File: src/rtl/uart_pkg.sv
// Shared types and helpers for the UART transmitter: parity modes, FSM state
// encodings and the data-length clamp.
package uart_pkg;

   localparam int unsigned MIN_DATA_BITS = 5;

   typedef enum logic [2:0] {
      PAR_NONE  = 3'd0,
      PAR_EVEN  = 3'd1,
      PAR_ODD   = 3'd2,
      PAR_MARK  = 3'd3,
      PAR_SPACE = 3'd4
   } parity_t;

   localparam logic [2:0] ST_IDLE   = 3'd0;
   localparam logic [2:0] ST_START  = 3'd1;
   localparam logic [2:0] ST_DATA   = 3'd2;
   localparam logic [2:0] ST_PARITY = 3'd3;
   localparam logic [2:0] ST_STOP   = 3'd4;
   localparam logic [2:0] ST_BREAK  = 3'd5;

   typedef enum logic [2:0] {
      TX_IDLE   = ST_IDLE,
      TX_START  = ST_START,
      TX_DATA   = ST_DATA,
      TX_PARITY = ST_PARITY,
      TX_STOP   = ST_STOP,
      TX_BREAK  = ST_BREAK
   } tx_state_t;

   function automatic int unsigned clamp_len(input int unsigned len, input int unsigned max_len);
      if (len < MIN_DATA_BITS) return MIN_DATA_BITS;
      if (len > max_len) return max_len;
      return len;
   endfunction

   function automatic parity_t decode_parity(input logic [2:0] mode);
      case (mode)
         3'd1:    return PAR_EVEN;
         3'd2:    return PAR_ODD;
         3'd3:    return PAR_MARK;
         3'd4:    return PAR_SPACE;
         default: return PAR_NONE;
      endcase
   endfunction

endpackage

File: src/rtl/uart_tx_holding.sv
// Single-entry holding register for one frame's data and configuration;
// filled through valid/ready, emptied by a pop from the transmit FSM.
module uart_tx_holding import uart_pkg::*; #(
   parameter int DataWidth = 8,
   parameter int LenWidth  = 4
) (
   input  logic                 clk,
   input  logic                 syncReset,
   input  logic                 push_valid_i,
   input  logic [DataWidth-1:0] data_i,
   input  logic [LenWidth-1:0]  len_i,
   input  parity_t              parity_i,
   input  logic                 stop2_i,
   input  logic                 pop_i,
   output logic                 ready_o,
   output logic                 full_o,
   output logic [DataWidth-1:0] data_o,
   output logic [LenWidth-1:0]  len_o,
   output parity_t              parity_o,
   output logic                 stop2_o
);

   logic                 full_q;
   logic [DataWidth-1:0] data_q;
   logic [LenWidth-1:0]  len_q;
   parity_t              parity_q;
   logic                 stop2_q;
   logic                 push;

   assign push = push_valid_i && !full_q;

   always_ff @(posedge clk) begin
      if (syncReset) begin
         full_q <= 1'b0;
      end else if (push) begin
         full_q <= 1'b1;
      end else if (pop_i) begin
         full_q <= 1'b0;
      end
   end

   always_ff @(posedge clk) begin
      if (push) begin
         data_q   <= data_i;
         len_q    <= len_i;
         parity_q <= parity_i;
         stop2_q  <= stop2_i;
      end
   end

   assign ready_o  = !full_q;
   assign full_o   = full_q;
   assign data_o   = data_q;
   assign len_o    = len_q;
   assign parity_o = parity_q;
   assign stop2_o  = stop2_q;

endmodule

File: src/rtl/uart_tx_frame.sv
// UART transmitter with per-frame length, parity and stop-bit configuration.
// Optional line-break generation is enabled with UART_TX_BREAK_EN.
//   state  | meaning
//   IDLE   | line high, waiting for a word (or a break request)
//   START  | start bit (0)
//   DATA   | len data bits, LSB first
//   PARITY | parity bit
//   STOP   | 1 or 2 stop bits; done pulses on the last tick
//   BREAK  | line held low for at least BreakLen ticks
module uart_tx_frame import uart_pkg::*; #(
   parameter int  DataWidth = 8,
   parameter int  BreakLen  = 13,
   localparam int LenWidth  = $clog2(DataWidth + 1)
) (
   input  logic                 clk,
   input  logic                 syncReset,
   input  logic                 en,
   input  logic [DataWidth-1:0] data,
   input  logic [LenWidth-1:0]  dataLen,
   input  logic [2:0]           parityMode,
   input  logic                 stopBits,
   input  logic                 valid,
`ifdef UART_TX_BREAK_EN
   input  logic                 sendBreak,
`endif
   output logic                 ready,
   output logic                 out,
   output logic                 busy,
   output logic                 done
);

   if (DataWidth < MIN_DATA_BITS || DataWidth > 16 || BreakLen < 1) begin : g_param_check
      $error("uart_tx_frame: DataWidth must be 5..16 and BreakLen >= 1");
   end

   logic                 hold_full;
   logic [DataWidth-1:0] hold_data;
   logic [LenWidth-1:0]  hold_len;
   logic [LenWidth-1:0]  len_clamped;
   parity_t              hold_parity;
   logic                 hold_stop2;
   logic                 start_frame;

   assign len_clamped = LenWidth'(clamp_len(32'(dataLen), DataWidth));

   uart_tx_holding #(
      .DataWidth (DataWidth),
      .LenWidth  (LenWidth)
   ) u_holding (
      .clk          (clk),
      .syncReset    (syncReset),
      .push_valid_i (valid),
      .data_i       (data),
      .len_i        (len_clamped),
      .parity_i     (decode_parity(parityMode)),
      .stop2_i      (stopBits),
      .pop_i        (start_frame),
      .ready_o      (ready),
      .full_o       (hold_full),
      .data_o       (hold_data),
      .len_o        (hold_len),
      .parity_o     (hold_parity),
      .stop2_o      (hold_stop2)
   );

   tx_state_t            state_q, state_d;
   logic [DataWidth-1:0] shift_q, shift_d;
   logic [LenWidth-1:0]  bit_cnt_q, bit_cnt_d;
   logic                 stop_cnt_q, stop_cnt_d;
   logic                 stop2_q, stop2_d;
   logic                 par_en_q, par_en_d;
   logic                 par_bit_q, par_bit_d;
   logic                 out_q, out_d;
   logic [DataWidth-1:0] par_mask;
   logic                 load_par_bit;
   logic                 stop_is_break;

`ifdef UART_TX_BREAK_EN
   localparam int BrkWidth = $clog2(BreakLen + 1);
   logic [BrkWidth-1:0] brk_cnt_q, brk_cnt_d;
   logic                brk_stop_q, brk_stop_d;
   assign stop_is_break = brk_stop_q;
`else
   assign stop_is_break = 1'b0;
`endif

   // Parity covers only the configured number of low data bits.
   always_comb begin
      par_mask = '0;
      for (int i = 0; i < DataWidth; i++) par_mask[i] = (i < int'(hold_len));
      case (hold_parity)
         PAR_EVEN: load_par_bit = ^(hold_data & par_mask);
         PAR_ODD:  load_par_bit = ~^(hold_data & par_mask);
         PAR_MARK: load_par_bit = 1'b1;
         default:  load_par_bit = 1'b0;
      endcase
   end

   always_comb begin
      state_d     = state_q;
      shift_d     = shift_q;
      bit_cnt_d   = bit_cnt_q;
      stop_cnt_d  = stop_cnt_q;
      stop2_d     = stop2_q;
      par_en_d    = par_en_q;
      par_bit_d   = par_bit_q;
      out_d       = out_q;
      start_frame = 1'b0;
`ifdef UART_TX_BREAK_EN
      brk_cnt_d   = brk_cnt_q;
      brk_stop_d  = brk_stop_q;
`endif
      if (en) begin
         case (state_q)
            TX_IDLE: begin
`ifdef UART_TX_BREAK_EN
               if (sendBreak) begin
                  state_d   = TX_BREAK;
                  out_d     = 1'b0;
                  brk_cnt_d = BrkWidth'(BreakLen - 1);
               end else
`endif
               if (hold_full) start_frame = 1'b1;
            end
            TX_START: begin
               state_d = TX_DATA;
               out_d   = shift_q[0];
               shift_d = shift_q >> 1;
            end
            TX_DATA: begin
               if (bit_cnt_q != '0) begin
                  out_d     = shift_q[0];
                  shift_d   = shift_q >> 1;
                  bit_cnt_d = bit_cnt_q - LenWidth'(1);
               end else if (par_en_q) begin
                  state_d = TX_PARITY;
                  out_d   = par_bit_q;
               end else begin
                  state_d    = TX_STOP;
                  out_d      = 1'b1;
                  stop_cnt_d = stop2_q;
               end
            end
            TX_PARITY: begin
               state_d    = TX_STOP;
               out_d      = 1'b1;
               stop_cnt_d = stop2_q;
            end
            TX_STOP: begin
               if (stop_cnt_q) begin
                  stop_cnt_d = 1'b0;
               end else begin
`ifdef UART_TX_BREAK_EN
                  brk_stop_d = 1'b0;
`endif
                  // Back-to-back frames skip IDLE; a break always returns to IDLE.
                  if (hold_full && !stop_is_break) begin
                     start_frame = 1'b1;
                  end else begin
                     state_d = TX_IDLE;
                     out_d   = 1'b1;
                  end
               end
            end
`ifdef UART_TX_BREAK_EN
            TX_BREAK: begin
               if (brk_cnt_q != '0) begin
                  brk_cnt_d = brk_cnt_q - BrkWidth'(1);
               end else if (!sendBreak) begin
                  state_d    = TX_STOP;
                  out_d      = 1'b1;
                  stop_cnt_d = 1'b0;
                  brk_stop_d = 1'b1;
               end
            end
`endif
            default: begin
               state_d = TX_IDLE;
               out_d   = 1'b1;
            end
         endcase
      end
      if (start_frame) begin
         state_d   = TX_START;
         out_d     = 1'b0;
         shift_d   = hold_data;
         bit_cnt_d = hold_len - LenWidth'(1);
         stop2_d   = hold_stop2;
         par_en_d  = (hold_parity != PAR_NONE);
         par_bit_d = load_par_bit;
      end
   end

   always_ff @(posedge clk) begin
      if (syncReset) begin
         state_q    <= TX_IDLE;
         shift_q    <= '0;
         bit_cnt_q  <= '0;
         stop_cnt_q <= 1'b0;
         stop2_q    <= 1'b0;
         par_en_q   <= 1'b0;
         par_bit_q  <= 1'b0;
         out_q      <= 1'b1;
`ifdef UART_TX_BREAK_EN
         brk_cnt_q  <= '0;
         brk_stop_q <= 1'b0;
`endif
      end else begin
         state_q    <= state_d;
         shift_q    <= shift_d;
         bit_cnt_q  <= bit_cnt_d;
         stop_cnt_q <= stop_cnt_d;
         stop2_q    <= stop2_d;
         par_en_q   <= par_en_d;
         par_bit_q  <= par_bit_d;
         out_q      <= out_d;
`ifdef UART_TX_BREAK_EN
         brk_cnt_q  <= brk_cnt_d;
         brk_stop_q <= brk_stop_d;
`endif
      end
   end

   assign out  = out_q;
   assign busy = (state_q != TX_IDLE);
   assign done = en && !syncReset && (state_q == TX_STOP) && !stop_cnt_q && !stop_is_break;

endmodule

File: config.mk
export PLATFORM = sky130hd
export DESIGN_NAME = uart_tx_frame
export DESIGN_NICKNAME = d
export VERILOG_FILES = /design/src/rtl/uart_pkg.sv /design/src/rtl/uart_tx_holding.sv /design/src/rtl/uart_tx_frame.sv
export SDC_FILE = /design/constraint.sdc
export NUM_CORES = 1
export LEC_CHECK = 0
export BUFFER_PORTS_ARGS = -buffer_cell sky130_fd_sc_hd__buf_2
export CORE_MARGIN = 2
export CORE_UTILIZATION = 57
export CTS_CLUSTER_DIAMETER = 150
export DETAILED_ROUTE_END_ITERATION = 8
export GPL_TIMING_DRIVEN = 1
export PLACE_DENSITY = 0.85
export SLEW_MARGIN = 20
export SYNTH_ARGS = -nofsm -noshare
export SYNTH_HDL_FRONTEND = slang
export SYNTH_SLANG_ARGS = --single-unit
File: constraint.sdc
create_clock -name clk -period 2.7 [get_ports clk]
set_input_delay 0.675 -clock clk [delete_from_list [all_inputs] [get_ports clk]]
set_output_delay 0.675 -clock clk [all_outputs]
set_load 0.005 [all_outputs]
==> run summary, run 1 <==
In the post-route analysis, the smallest setup slack over all paths is 0.5716 ns. The clock insertion delay at the later pin of the skew report came out at 0.34 ns. The post-layout utilization of the core was 0.6638; the sequential-to-total area share from yosys stat was 0.4848.

The wire length of the first global-routing pass is 5313 µm. The classification of the worst-slack hold path is reg2reg. The cell that appears most often on the critical path is inv_1. The switching portion of total power is 0.2533, and the hold violation count in the final report is 0. The number of gates resized after CTS was 0.

The share of power burned in the clock network is 0.273. The tools report the startpoint type of the worst setup path as a flip-flop. The clock sink count was 37.

The tools report the standby leakage power as 0.7877 nW. In the detailed route, the total length drawn on met3 is 143 µm. The HPWL after detailed placement is 2314 µm. The logs give 0.0008148 W for the internal power and 0.138 for the fraction of power consumed by combinational cells.

Maximum clock frequency: 0.4698 GHz. Counting the buffers created by CTS gives 5. The logs give 0 ns for the aggregate negative setup slack and 20 for the number of placement rows. The routed design uses 1485 µm of met2 wire. From synthesis to final layout, the design area changed by 9.966%. The total power divided by cell area came out at 534.1 nW/µm².

CTS built an H-tree with a depth of 2. The run gives 0 as the number of setup violations in the final report. STA classifies the critical path endpoint as a flip-flop. The routed design has 3186 µm of wire. For this design the total switching power over the nets is 0.0002764 W.

Buffers placed on the I/O ports in this run total 23. Setup repair after global routing left no endpoint under its margin. The first detailed-routing pass took 4 iterations. In this run the post-CTS setup repair buffer count came out at 0. The transition time of the tightest slew-check pin was 0.5493 ns; the initial core utilization was 0.6037.

TritonCTS built the clock tree. The tools report the post-synthesis instance area as 1858 µm². For this run the aggregate overflow at the end of global routing stands at 0. In this run, synthesis inferred 16 flip-flops with an integrated enable. The height of the die was 61.10 µm. After detailed routing, the number of remaining DRC violations is 0. The tools report the final max-slew violation count as 0. The worst slew margin relative to its limit is 0.6338, and the antenna violation net count after detailed routing is 0. The share of cells above drive strength 1 works out to 0.1826. The proportion of netlist area held by the largest area contributor came out at 0.2586.

The final clock period utilization by the worst path is 0.7883. Shortest clock period the worst path allows after layout: 2.128 ns. After detailed routing, the number of vias per cell comes to 5.293. For the worst setup path, the data required time is 2.94 ns.

The logs give 23 for the maximum number of pins on one net before global-route repair and 1984 µm² for the instance area at placement. Register share of total power: 0.589. For this design, the CTS-stage hold fixing added 0 buffers. The synthesized instance count is 198, and the antenna cell count is 0. The placer congestion estimate was 0.8022; the number of global-route vias before repair was 1214. The clock arrives with 0.008607 ns of skew. The starting DRC count in detailed routing is 52, and the width of the die is 61.10 µm. The total area inside the core boundary comes to 3078 µm². The clock edge transition at the registers on the reported setup and hold paths was 0.10 ns; the fill cell total of the finished layout was 263. The tools report the distinct cell type count of the synthesized netlist as 43. The start of the worst register-to-register path is u_holding.len_o[0]. The run gives 0 as the number of antenna violations at the first check in global routing. In the final routed layout, each cell accounts on average for 12.11 µm. The worst setup path is of the reg2reg kind. The total number of vias is 1392.

The routed length on met1 is 1473 µm, and the number of max-capacitance violations reported is 0. The library cell contributing the largest single delay on the critical path is edfxtp_1. The boundary pin count was 24; the final-stage net count was 243. The number of nets in the synthesized netlist is 223. The run finished with clean final reports.

The post-synthesis average cell area works out to 9.384 µm². For the worst setup path, the data arrival time is 2.37 ns. The critical path's largest stage delay came out at 0.50 ns. The root buffer cell chosen for the clock tree is clkbuf_4. Start point of the worst min-delay path: par_bit_q. In this run the worst setup path begins at u_holding.len_o[0]. The flip-flop cell with the highest count after synthesis was dfxtp_1.

The logs give 0 for the Yosys warning count and 2 for the maximum clock path buffer count. Along the worst path, the maximum fanout reaches 5. Timing analysis after detailed placement gives a worst setup slack of 0.5905 ns. The worst-case IR drop observed on VDD is 467.9 µV. The tools report the global routing usage summed across all routing layers as 0.2014.

Uppermost layer routed: met4. The proportion of synthesized flip-flops having asynchronous set or reset works out to 0. The finished cells cover 2043 µm². The full die area came out at 3733 µm². The leading area contributor after synthesis is edfxtp_1.

The synthesized flop and latch total was 37. The critical path goes through inv_1, ha_1, inv_1, a21o_1, a32oi_1, xnor3_1, mux2i_1, o41ai_1. By area the synthesized netlist is led by edfxtp_1 26%, dfxtp_1 23%, a21oi_1 6.5%, nand2_1 4.8%, nor2_1 4.4%.
## cells in the mapped netlist (2+ instances only)
master	count
nand2_1	24
ha_1	5
xor2_1	4
clkbuf_1	6
inv_1	10
a211oi_1	3
edfxtp_1	16
nor3_1	4
a21oi_1	24
xnor2_1	5
nor2b_1	4
or2_2	2
nor2_1	22
dfxtp_1	21
o21ai_0	7
mux2i_1	2
nand2b_1	6
buf_2	5
o31ai_1	2
a22oi_1	2
nand4_1	2
## power by group through the flow
stage	Combinational, W	Sequential, W	Clock, W
after global placement	0.000148	0.000655	0
after floorplan	0.000117	0.000644	0
final	0.000151	0.000642	0.000298
after CTS	0.000152	0.000642	0.000313
after global routing	0.000170	0.000646	0.000334
after detailed placement	0.000151	0.000655	0
## per-stage QoR
stage	power [W]	hold WS (ns)	cells
finish	0.001091	0.4624	263
global placement	0.0008024	0.4380	255
detailed placement	0.0008056	0.4360	255
floorplan	0.0007613	0.4145	198
global route	0.001150	0.4786	263
CTS	0.001107	0.4638	263
## sequential cells by signal (all words and copies together) (netlist names)
signal / count
u_holding.full_o: 1
out: 1
stop_cnt_q: 1
stop2_q: 1
bit_cnt_q: 4
par_en_q: 1
u_holding.stop2_o: 1
state_q: 3
u_holding.parity_o: 3
par_bit_q: 1
u_holding.data_o: 8
u_holding.len_o: 4
shift_q: 8
## cell type report
cell class / count / area, µm² / area share
clock buffers: 8 / 58.81 / 0.02878
repair buffers: 25 / 130.1 / 0.06369
multi-input cells: 139 / 860.8 / 0.4213
flip-flops and latches: 37 / 900.9 / 0.4409
well taps: 44 / 55.05 / 0.02694
inverters: 10 / 37.54 / 0.01837
## cell families after synthesis
| family | after synthesis | share of synthesized area |
|---|---|---|
| XOR/XNOR | 10 | 0.05454 |
| AND/OR/NAND/NOR | 76 | 0.2155 |
| adder cells (fa/ha/maj) | 5 | 0.03367 |
| flip-flops | 37 | 0.4848 |
| buffers and inverters | 22 | 0.05185 |
| multiplexers | 2 | 0.01077 |
| AO/OA/AOI/OAI | 46 | 0.1488 |
## layout by cell type (no fill, tap or decap), types with 2 or more instances in the layout
master	count
nor3_1	4
xnor2_1	5
nand2_1	24
a21oi_1	24
nor2_1	22
o21ai_0	7
clkbuf_4	5
inv_1	10
or2_2	2
o31ai_1	2
ha_1	5
clkbuf_1	2
edfxtp_1	16
a22oi_1	2
dfxtp_1	21
nand4_1	2
buf_2	23
nand2b_1	6
nor2b_1	4
buf_4	2
a211oi_1	3
mux2i_1	2
xor2_1	4
## worst max-delay path: cells and delay by family (launching register included)
family	cells	cell delay (ns)
XOR/XNOR	1	0.46
buffers and inverters	2	0.19
AO/OA/AOI/OAI	3	0.58
flip-flops	1	0.50
adder cells (fa/ha/maj)	1	0.18
multiplexers	1	0.14
## per-layer routing
metal,vias to the layer above,track usage
li1,727,-
met1,621,0.2633
met2,34,0.2979
met3,10,0.05882
met4,0,0.1180
met5,-,0
## path summary, 6_finish.rpt
kind         cells after the start  slack [ns]        end
max                              8        0.57  par_bit_q
min                              2        0.46  par_bit_q
max reg2reg                      8        0.57  par_bit_q
min reg2reg                      2        0.46  par_bit_q
(Power assumes the default switching activity.)
==> run 2, diff against run 1 <==
Settings changed: ABC_AREA set to 1, PLACE_DENSITY 0.85 to 0.84.
Clock period 2.7 ns to 2 ns, I/O delays scaled along.
==> run 2 against run 1 <==
Routed wire length increased by 11%. Register-to-register slack got worse by 0.24 ns. Die area rose by 5.5%. Largest cell class unchanged. Core utilization fell by 1.0 points. Critical endpoint is now done. Sequential power grew 37%. Cell count rose by 23%. Combinational power increased by 63%. Highest routed layer unchanged.
==> run summary, run 2 <==
The critical path goes through nor2_2, nand2_1, nor4_1, buf_2. The distinct cell type count of the synthesized netlist was 33 (-23%). The buffer and inverter count on the worst path came out at 1 (-1). The total power divided by cell area was 719.6 nW/µm² (+35%). The logs give 0.33 ns (-0.24 ns) for the setup slack of the most critical reg-to-reg path and 2181 µm² (+6.7%) for the post-route standard cell area excluding fillers. By area the synthesized netlist is led by edfxtp_1 24%, dfxtp_1 21%, nand2_1 14%, inv_1 6.3%, nor2_1 3.8%.

The cell at the root of the clock tree was clkbuf_4. The number of global-route vias before repair was 1506 (+24%). The tools report the maximum clock path buffer count as 2 (unchanged).

The proportion of synthesized flip-flops having asynchronous set or reset came out at 0 (unchanged). The worst setup path is of the reg2out kind. Based on the critical path, the design can be clocked at up to 0.5482 GHz.

The logs give 0.34 ns (about the same) for the clock insertion delay at the later pin of the skew report and 0 (unchanged) for the Yosys warning count. The run gives 0 (unchanged) as the number of max-capacitance violations reported. The detailed placer's ending HPWL came out at 2684 µm (+16%).

Synthesized instance count: 252 (+27%). The run gives 0.4580 (-0.02683) as the sequential-to-total area share from yosys stat. The clock edge transition at the registers on the reported setup and hold paths is 0.11 ns (about the same), and the total number of vias is 1652 (+19%). The global routing usage summed across all routing layers was 0.2022 (+0.0008263); the standby leakage power was 1.007 nW (+28%). The number of flops mapped to enable cells by yosys is 16 (unchanged). The share of cells above drive strength 1 was 0.1799 (-0.002792); the post-synthesis average cell area was 7.805 µm² (-17%).

The tightest hold margin was 0.3331 ns (-0.1294 ns). edfxtp_1 takes more of the synthesized area than any other cell. The largest individual stage delay along the critical path comes from the cell dfxtp_1.

The logs give 0.01011 ns (+0.001504 ns) for the worst clock skew on the final layout and 1.50 ns (-1.44 ns) for the required arrival time at the worst endpoint. The wire length of the first global-routing pass came out at 6265 µm (+18%). In the layout the commonest cells are 73 x nand2_1, 33 x inv_1, 23 x buf_2.

The antenna violation net count after detailed routing is 0 (unchanged). The library cell used most frequently in the layout, excluding fill and tap cells, is nand2_1. The hold violation count in the final report is 0 (unchanged).

The run gives 0 ns (unchanged) as the aggregate negative setup slack. The worst hold path belongs to the class in2reg. The logs give 0 (unchanged) for the antenna cell count and 0 (unchanged) for the count of hold buffers inserted by post-cts repair.

The tools report the arrival time of the worst setup path as 1.32 ns (-1.05 ns). The leftover overflow at the end of global routing came out at 0 (unchanged). TritonCTS built the clock tree. The run finished with clean final reports.

The run gives 0 (unchanged) as the post-CTS setup buffer count. By count the netlist is led by 73 x nand2_1, 33 x inv_1, 21 x dfxtp_1. The worst setup path is launched from a flip-flop.

The worst-case vdd ir drop was 519.2 µV (+11%). The placeable core region was 3337 µm² (+8.4%); the height of the die was 62.74 µm (+2.7%). The number of setup violations in the final report was 0 (unchanged); the total wirelength of the detailed-routed design was 3527 µm (+11%). The boundary pin count is 24 (unchanged).

The area growth from synthesis to layout is 10.88%. The transition time of the tightest slew-check pin was 0.4046 ns (-0.1447 ns). The run gives 37 (unchanged) as the clock sink count. The synthesized flop and latch total works out to 37 (unchanged).

The run gives 21 (+5.0%) as the number of placement rows. Grouping stages by cell kind, the critical path spends the most delay in simple AND/OR/NAND/NOR gates. The total clock buffers created by CTS is 5 (unchanged), and the shortest clock period the worst path allows after layout is 1.824 ns.

The placer congestion estimate is 0.8718 (+8.7%), and the count of port buffers added during placement is 23 (unchanged). For the maximum number of pins on one net before global-route repair, the log shows 18 (-22%). The proportion of netlist area held by the largest area contributor was 0.2443 (-0.01431). The starting DRC count in detailed routing is 91 (+75%). Endpoint type of the worst setup path: an output pin. The width of the die was 62.74 µm (+2.7%). Number of detailed-route iterations in the first pass: 4 (unchanged). For the CTS H-tree depth, the log shows 2 (unchanged). The logs give 0.7292 (+0.09542) for the worst slew margin relative to its limit and 0 (unchanged) for the DRC violation count after routing.

Average wire per standard cell: 10.89 µm (-10%). Setup repair after global routing left no endpoint under its margin. The instance area at placement is 2111 µm² (+6.4%), and the critical path's largest stage delay is 0.38 ns (-0.12 ns).

The via density per instance came out at 5.099 (-3.7%). The maximum fanout encountered on the critical timing path was 5 (unchanged). Final max-slew violation count: 0 (unchanged). The tools report the full die area as 3936 µm² (+5.5%).

The final clock period utilization by the worst path is 0.9121, and the post-synthesis instance area is 1967 µm² (+5.9%). For the initial core utilization, the log shows 0.5894 (-0.01423). The most frequent cell after synthesis is nand2_1.

The number of antenna violations at the first check in global routing was 0 (unchanged); the quantity of gates resized following cts was 0 (unchanged). Among all flip-flop cells after synthesis, the most frequent one is dfxtp_1. The total nets after synthesis came out at 277 (+24%).

The tools report the final-stage net count as 302 (+24%).
-- run 2: metal layers --
metal  vias up  track usage  routed length, µm
met3         9      0.05405                157
met1       735       0.2421               1590
met4         0      0.09722                 81
met5         -            0                  0
li1        870            -                  -
met2        38       0.3374               1697
-- run 2: final timing paths --
kind,start,endpoint,cells past startpoint
worst max-delay path,state_q[1],done,4
worst min-delay path,data[1],u_holding.data_o[1],1
worst min register to register,par_bit_q,par_bit_q,2
worst max register to register,u_holding.len_o[0],par_bit_q,15
-- run 2: where the power goes --
part | switching (W) | internal, W | leakage (nW)
Clock | 0.000241 | 0.000204 | 0.0413
Sequential | 0.0000361 | 0.000842 | 0.326
Combinational | 0.000150 | 0.0000953 | 0.640
Total | 0.000428 | 0.00114 | 1.01
-- run 2: per-stage QoR --
stage	total power (W)	utilization	setup WS (ns)	instances
detailed placement	0.001141	0.6325	0.3403	316
global placement	0.001133	0.6325	0.3599	316
CTS	0.001584	0.6535	0.1733	324
global route	0.001657	0.6535	0.09023	324
finish	0.001569	0.6535	0.1757	324
floorplan	0.001077	-	0.3789	252
-- run 2: kinds of logic after synthesis --
| group | synth area share |
|---|---|
| compound gates | 0.1520 |
| xor+xnor | 0.01336 |
| fa+ha+maj | 0.03181 |
| buf+inv | 0.09287 |
| flops | 0.4580 |
| simple gates | 0.2519 |
-- run 2: final cells by class --
cell class	count	area, µm²
Clock inverter	1	5.005
Clock buffer	7	65.06
Timing Repair Buffer	25	130.1
Sequential cell	37	900.9
Tap cell	46	57.56
Fill cell	287	1156
Multi-Input combinational cell	171	883.3
Inverter	37	138.9
-- run 2: worst reg2reg max path, cell delays in order, from the launching register on --
cell and delay (ns):
edfxtp_1 0.44, inv_1 0.15, ha_1 0.19, inv_1 0.06
nand2_1 0.07, nand2_1 0.07, nand2_1 0.09, nand2_1 0.06
nand2_1 0.07, nand2_1 0.06, nand2_1 0.07, nand2_1 0.06
nand2_1 0.06, nand2_1 0.05, nand3_1 0.06, nand2_1 0.05
